File: src/rtl/addsub_pkg.sv
// Shared FSM encoding and op-code constants for the digit-serial
// adder/subtractor.
package addsub_pkg;

    typedef enum logic [1:0] {
        S_IDLE = 2'd0,
        S_RUN  = 2'd1,
        S_DONE = 2'd2
    } state_t;

    localparam logic OP_ADD = 1'b0;
    localparam logic OP_SUB = 1'b1;

endpackage

File: src/rtl/addsub_digit.sv
// Combinational D-bit ripple adder slice; also exposes the carry
// into its top bit so the caller can derive signed overflow.
module addsub_digit #(
    parameter int D = 2
) (
    input  logic [D-1:0] x,
    input  logic [D-1:0] y,
    input  logic         cin,
    output logic [D-1:0] sum,
    output logic         cout,
    output logic         cmsb
);

    logic [D:0] w_c;

    always_comb begin
        w_c    = '0;
        sum    = '0;
        w_c[0] = cin;
        for (int i = 0; i < D; i++) begin
            sum[i]   = x[i] ^ y[i] ^ w_c[i];
            w_c[i+1] = (x[i] & y[i]) | (w_c[i] & (x[i] ^ y[i]));
        end
    end

    assign cout = w_c[D];
    assign cmsb = w_c[D-1];

endmodule

File: src/rtl/serial_addsub.sv
// Digit-serial add/subtract: N-bit operands processed D bits per
// clock, LSB digit first, with a registered carry between digits.
module serial_addsub
    import addsub_pkg::*;
#(
    parameter int N = 8,
    parameter int D = 2
) (
    input  logic         clk,
    input  logic         rst,
    input  logic         start,
    input  logic [N-1:0] a,
    input  logic [N-1:0] b,
    input  logic         c_in,
    input  logic         op_code,
    output logic         busy,
    output logic         done,
    output logic [N-1:0] q,
    output logic         c_out,
    output logic         ovf
);

    localparam int NDIG = N / D;
    localparam int CW   = (NDIG > 1) ? $clog2(NDIG) : 1;
    localparam logic [CW-1:0] LAST = CW'(NDIG - 1);

    state_t         r_state;
    state_t         w_next;
    logic [N-1:0]   r_a;
    logic [N-1:0]   r_b;
    logic [N-1:0]   r_acc;
    logic [N-1:0]   w_acc;
    logic           r_op;
    logic           r_cy;
    logic [CW-1:0]  r_cnt;
    logic [D-1:0]   w_x;
    logic [D-1:0]   w_bd;
    logic [D-1:0]   w_y;
    logic [D-1:0]   w_sum;
    logic           w_cout;
    logic           w_cmsb;
    logic           w_last;
    logic           w_accept;
    int             w_base;

    assign w_base   = int'(r_cnt) * D;
    assign w_x      = r_a[w_base +: D];
    assign w_bd     = r_b[w_base +: D];
    assign w_y      = (r_op == OP_SUB) ? ~w_bd : w_bd;
    assign w_last   = (r_cnt == LAST);
    assign w_accept = start && (r_state != S_RUN);

    addsub_digit #(.D(D)) u_digit (
        .x    (w_x),
        .y    (w_y),
        .cin  (r_cy),
        .sum  (w_sum),
        .cout (w_cout),
        .cmsb (w_cmsb)
    );

    always_comb begin
        w_acc = r_acc;
        w_acc[w_base +: D] = w_sum;
    end

    always_comb begin
        w_next = r_state;
        unique case (r_state)
            S_IDLE:  if (start) w_next = S_RUN;
            S_RUN:   if (w_last) w_next = S_DONE;
            S_DONE:  w_next = start ? S_RUN : S_IDLE;
            default: w_next = S_IDLE;
        endcase
    end

    always_ff @(posedge clk) begin
        if (rst) r_state <= S_IDLE;
        else     r_state <= w_next;
    end

    // Subtract enters as a + ~b + (1 - c_in): seed carry with c_in ^ op.
    always_ff @(posedge clk) begin
        if (rst) begin
            r_a   <= '0;
            r_b   <= '0;
            r_acc <= '0;
            r_op  <= 1'b0;
            r_cy  <= 1'b0;
            r_cnt <= '0;
            q     <= '0;
            c_out <= 1'b0;
            ovf   <= 1'b0;
        end else if (w_accept) begin
            r_a   <= a;
            r_b   <= b;
            r_op  <= op_code;
            r_cy  <= c_in ^ op_code;
            r_cnt <= '0;
        end else if (r_state == S_RUN) begin
            r_acc <= w_acc;
            r_cy  <= w_cout;
            if (w_last) begin
                q     <= w_acc;
                c_out <= w_cout;
                ovf   <= w_cmsb ^ w_cout;
            end else begin
                r_cnt <= r_cnt + 1'b1;
            end
        end
    end

    assign busy = (r_state == S_RUN);
    assign done = (r_state == S_DONE);

endmodule

File: config.mk
export PLATFORM = sky130hd
export DESIGN_NAME = serial_addsub
export DESIGN_NICKNAME = d
export VERILOG_FILES = /design/src/rtl/addsub_pkg.sv /design/src/rtl/addsub_digit.sv /design/src/rtl/serial_addsub.sv
export SDC_FILE = /design/constraint.sdc
export NUM_CORES = 1
export LEC_CHECK = 0
export BUFFER_PORTS_ARGS = -buffer_cell sky130_fd_sc_hd__buf_2
export CAP_MARGIN = 20
export CORE_MARGIN = 2
export CORE_UTILIZATION = 43
export CTS_BUF_LIST = sky130_fd_sc_hd__clkbuf_16
export DETAILED_ROUTE_END_ITERATION = 16
export HOLD_SLACK_MARGIN = 0.06
export PLACE_DENSITY = 0.63
export RECOVER_POWER = 100
export REMOVE_ABC_BUFFERS = 1
export SYNTH_ARGS = -nofsm -noshare
export SYNTH_HDL_FRONTEND = slang
export SYNTH_HIERARCHICAL = 1
export SYNTH_SLANG_ARGS = --single-unit
File: constraint.sdc
create_clock -name clk -period 5.8 [get_ports clk]
set_input_delay 1.16 -clock clk [delete_from_list [all_inputs] [get_ports clk]]
set_output_delay 1.16 -clock clk [all_outputs]
set_load 0.005 [all_outputs]
### Word level (Yosys, flattened, before mapping)

Cells that the tools add are included.

* memory bits (writable): 0
* output and inout port bits: 12
* memory bits (read-only): 0
* memories kept: 0
* latch bits: 0
* bits of input ports: 21
* word-level logic and storage cells: 53
* flip-flop bits (word level): 40

* add/sub/neg operators: 2
* shift operators: 4
* bitwise gates (word level): 15
* divide/modulo/power cells: 0
* magnitude comparators: 0
* equal/unequal tests: 6
* mux-type cells: 8
* reduce and logical (&&, ||, !) cells: 8
* multipliers: 0

Operator list (number)
* $neg A3 Y33: 1
* $shift A2 B33 Y8 const A: 1
* $shiftx A2 B33 Y8: 1
* $shiftx A8 B4 Y2: 2
* $bwmux W8: 1
* $mux W2: 3
* $pmux W2 S3: 1
* $reduce_and A2 Y1: 3
* $xor A1 B1 Y1: 6
* $and A1 B1 Y1: 4
* $eq A2 B2 Y1 const B: 2
* $ne A2 B1 Y1 const B: 2
* $mux W1: 3
* $reduce_and A3 Y1: 1
* $add A2 B1 Y2 const B: 1
* $eq A2 B1 Y1 const B: 1
* $logic_not A2 Y1: 1
* $ne A2 B2 Y1 const B: 1
* $not A1 Y1: 2
* $not A2 Y2: 1
* $or A1 B1 Y1: 2
* $reduce_bool A2 Y1: 1
* $reduce_or A2 Y1: 1
* $logic_and A1 B1 Y1: 1

### Depth between registers and ports, before layout

* word-level depth: 10
* mapped depth: 8
* mapped depth without buffers: 7

### Cells and area by module

The synthesis kept the hierarchy.

By module, submodules not included
* serial_addsub: area an instance 1895.6 µm², sequential area each 800.8 µm², instances 1, cells an instance 206
* addsub_digit: area an instance 40.0 µm², sequential area each 0.0 µm², instances 1, cells an instance 2

### Worst setup path after synthesis

No wires, ideal clock.

* kind: reg2reg
* from: reg r_cnt[0]
* to: reg q[7]
* buffers on the path: 1
* library setup time: 134 ps
* period minus slack after synthesis: 2808 ps
* required time: 5666 ps
* stages on the path, launching flop included: 9
* slack: 2992 ps
* arrival: 2674 ps
* path through: dfxtp_1 buf_6 mux4_2 xor2_1 fa_1 fa_1 and4bb_2 a221oi_1 nor3_1

* word-level cells in the longest chain between the ends: 9
* elaborated cells between the ends (all ways): 17
* classes of those cells: add/sub (1); eq/ne (1); shift (4); mux (2); bitwise (8); reduce/logical (1)

RTL lines
* start: declaration: line serial_addsub.sv:35 `logic [CW-1:0] r_cnt;`
* start signal: assignment: line serial_addsub.sv:108 `r_cnt <= r_cnt + 1'b1;`
* $shiftx A8 B4 Y2 *: line serial_addsub.sv:48 `assign w_bd = r_b[w_base +: D];`
* $not A2 Y2: line serial_addsub.sv:49 `assign w_y = (r_op == OP_SUB) ? ~w_bd : w_bd;`
* $mux W2 *: line serial_addsub.sv:49
* net w_y[0]: line serial_addsub.sv:38 `logic [D-1:0] w_y;`
* $xor A1 B1 Y1: line addsub_digit.sv:22 `w_c[i+1] = (x[i] & y[i]) | (w_c[i] & (x[i] ^ y[i]));`
* $and A1 B1 Y1: line addsub_digit.sv:22
* $or A1 B1 Y1 *: line addsub_digit.sv:22
* net w_cmsb: line serial_addsub.sv:41 `logic w_cmsb;`
* $xor A1 B1 Y1 *: line addsub_digit.sv:21 `sum[i] = x[i] ^ y[i] ^ w_c[i];`
* net w_sum[1]: line serial_addsub.sv:39 `logic [D-1:0] w_sum;`
* $shiftx A2 B33 Y8 *: line serial_addsub.sv:64 `w_acc[w_base +: D] = w_sum;`
* $bwmux W8 *: line serial_addsub.sv:64
* end signal: assignment: line serial_addsub.sv:104 `q <= w_acc;`
* end: declaration: line serial_addsub.sv:18 `output logic [N-1:0] q,`

Mark *: on every way through the listed nets, which the timed path passes. The rest lies on a longest branch.
A chain may end at the register's enable or synchronous reset.

### Worst setup path after layout

Ends and elaborated chain as after synthesis.

==> summary.md <==
| Metric | Value |
|---|---|
| Cell Area, Synth | 1940 um2 |
| Critical path peak fanout | 13 |
| GP Congestion | 0.711 |
| Final std cells w/o fill | 285 |
| Worst slew margin | -0.171 |
| Primary FF master, synth | dfxtp_1 |
| Layout cells sized above 1 | 0.215 |
| Die Width | 71.1 um |
| First-pass GRT wire length | 6910 um |
| Post-Synth Adder-Cell Area | 0.0595 |
| Simple-gate share of the synthesized area | 0.207 |
| Compound-Gate Fraction of Synth Area | 0.185 |
| CORE AREA | 4350 um2 |
| EDFF count, synth | 0 |
| Critical path's top delay family | adder cells |
| Total Power | 670 uW |
| Commonest cells in the netlist | 40 x dfxtp_1, 22 x a21oi_1, 18 x nand3_1, 18 x nor2_1, 15 x o21ai_0 |
| Die area | 5050 um2 |
| Crit path cell chain | mux4_2, xor2_1, fa_1, fa_1, and4bb_1, a221oi_1, nor3_1 |
| Top-count cell post-synth | dfxtp_1 |
| WL met3 | 148 um |
| Detailed Place HPWL | 2580 um |
| Final hold slack | 0.452 ns |
| Setup repair bufs after CTS | 0 |
| CP Buf/Inv Count | 0 |
| Synthesized area per cell | 9.31 um2 |
| Initial antenna violation count | 0 |
| CTS Buffer Depth | 2 |
| Critical Path Source Type | flip-flop |
| Kind of critical path | flip-flop to flip-flop |
| WL met1 | 1850 um |
| H-tree levels | 2 |
| Unique masters post-synth | 35 |
| Leak | 0.000889 uW |
| Worst-path clk slew | 0.06 ns |
| Area delta synth->final | 14.9% |
| Final core occ | 0.511 |
| CP endpoint kind | flip-flop |
| Power Density | 301 nW/um2 |
| Starting density of the core | 0.445 |
| Critical Path Most Common Cell | fa_1 |
| Synth area leaders | dfxtp_1 41%, a21oi_1 5.7%, nand3_1 4.7% |
| Post-route setup TNS | 0 ns |
| Pin count of the biggest net entering global routing | 41 |
| CTS tree | yes |
| Flop-to-flop setup slack | 2.60 ns |
| CTS Sinks | 40 |
| ANT nets after route | 0 |
| Minimum clock period | 3.20 ns |
| Remaining DRCs | 0 |
| Violated checks | max-capacitance violations, max-slew violations |
| Antenna diodes | 0 |
| Max layer used | met4 |
| Vias | 1,610 |
| Skew-Pair Late Insertion Delay | 0.28 ns |
| Crit share post-route | 0.551 |
| Post-synthesis cell count | 208 |
| Post-synthesis register bit count | 40 |
| Slowest CP cell | dfxtp_1 |
| Worst-Margin Slew | 1.76 ns |
| Root buffer cell | clkbuf_16 |
| RSZ-0062 raised after global routing | false |
| Yosys top cell by area | dfxtp_1 |
| Sequential fraction of the synthesis area | 0.414 |
| Max_cap viols | 1 |
| Synth top area share | 0.414 |
| Hold Buf Count CTS | 0 |
| XOR/XNOR share of the synthesized area | 0.0226 |
| WL final | 3970 um |
| Synth warn | 6 |
| Vias in the first global route | 1,560 |
| Required time worst endpoint | 5.89 ns |
| Multiplexer share of the synthesized area | 0.0465 |
| Clock skew | 0.00542 ns |
| GR Overflow Total | 0 |
| Fmax | 313 MHz |
| 1st-iter DRT viols | 84 |
| Crit path DAT | 3.28 ns |
| DR WL/cell | 13.9 um |
| DRT Pass-1 Iters | 4 |
| CTS buffer count | 5 |
| Worst IR Drop VDD | 0.127 mV |
| Setup-failing EPs final | 0 |
| Met2 wire len | 1940 um |
| Buffers on Ports | 32 |
| Cells after DPL | 277 |
| Final Hold Viols | 0 |
| Slowest cell delay on critical path | 0.68 ns |
| Post_cts resized | 0 |
| Hold/Removal Path Class | flip-flop to flip-flop |
| Drt via density | 5.65 |
| Final Max Slew Viols | 41 |
| Main combinational cell family by area after synthesis | simple AND/OR/NAND/NOR gates |
| Rows | 24 |
| Tot GR Track Use | 0.171 |
| Die Y | 71.1 um |
| Nets@finish | 261 |
| I/O Pins | 33 |
| Post-synth ARST share | 0 |
| Outcome | finished with violations |
-- per-layer routing --
| layer | vias to the layer above | GRT usage |
|---|---|---|
| met2 | 30 | 0.283 |
| met3 | 4 | 0.0385 |
| li1 | 806 | - |
| met1 | 770 | 0.215 |
| met4 | 0 | 0.0713 |
| met5 | - | 0 |
-- tightest hold or removal path, stage by stage, from the launching register on --
cell and delay (ns):
dfxtp_1 0.30, nand2_1 0.05, a21oi_1 0.05
-- final cells by class --
| class | count | area, um2 |
|---|---|---|
| Multi-Input combinational cell | 145 | 1010 |
| Clock buffer | 5 | 125 |
| Clock inverter | 3 | 38.8 |
| Sequential cell | 40 | 801 |
| Inverter | 8 | 30.0 |
| Timing Repair Buffer | 32 | 158 |
| Tap cell | 52 | 65.1 |
| Fill cell | 425 | 2130 |
-- cells by family (layout without fill, tap and decap cells) --
family / count (synthesis) / count (layout)
and+or+nand+nor: 71 / 71
AOI/OAI and AO/OA: 57 / 57
DFF: 40 / 40
buffers and inverters: 23 / 48
adders and majority gates: 8 / 8
xor gates and xnor gates: 5 / 5
muxes: 4 / 4
-- metrics by stage --
step	area, um2	setup WS [ns]
final	2220	2.60
after global routing	2220	2.37
after CTS	2230	2.61
after detailed placement	2060	2.61
after global placement	2060	2.68
after floorplan	1840	2.89
-- state kept, by name (all words and copies together) (netlist names) --
| name | count |
|---|---|
| c_out | 1 |
| r_op | 1 |
| r_b | 8 |
| r_state | 2 |
| r_a | 8 |
| ovf | 1 |
| r_cnt | 2 |
| r_cy | 1 |
| r_acc | 8 |
| q | 8 |
-- power breakdown --
part	leakage, uW	internal, uW	switching [uW]
clock	0.0000850	200	101
combinational	0.000479	30.2	43.5
sequential	0.000326	285	9.20
-- final timing paths --
kind,start,to,cells past startpoint
setup / recovery,r_cnt[0],q[7],7
hold / removal,r_acc[3],r_acc[3],2
setup reg to reg,r_cnt[0],q[7],7
hold reg to reg,r_acc[3],r_acc[3],2
-- cells in the final DEF (no fill, tap or decap), types with 2 or more instances in the layout --
cell type	netlist	routed
nand3_1	18	18
a221oi_1	6	6
a21oi_1	22	22
ha_1	6	6
a32oi_1	6	6
fa_1	2	2
dfxtp_1	40	40
xnor2_1	3	3
xor2_1	2	2
o21ai_1	2	2
clkbuf_16	0	5
clkbuf_1	6	2
nand3b_1	4	4
nor3_1	8	8
nor2_1	18	18
nand2_1	7	7
o21ai_0	15	15
nand4_1	2	2
a311oi_1	2	2
buf_2	3	30
inv_1	6	8
nor2b_1	5	5
and4bb_1	0	2
a211oi_2	2	2
mux4_2	4	4
Power figures use the tool's default switching activity.
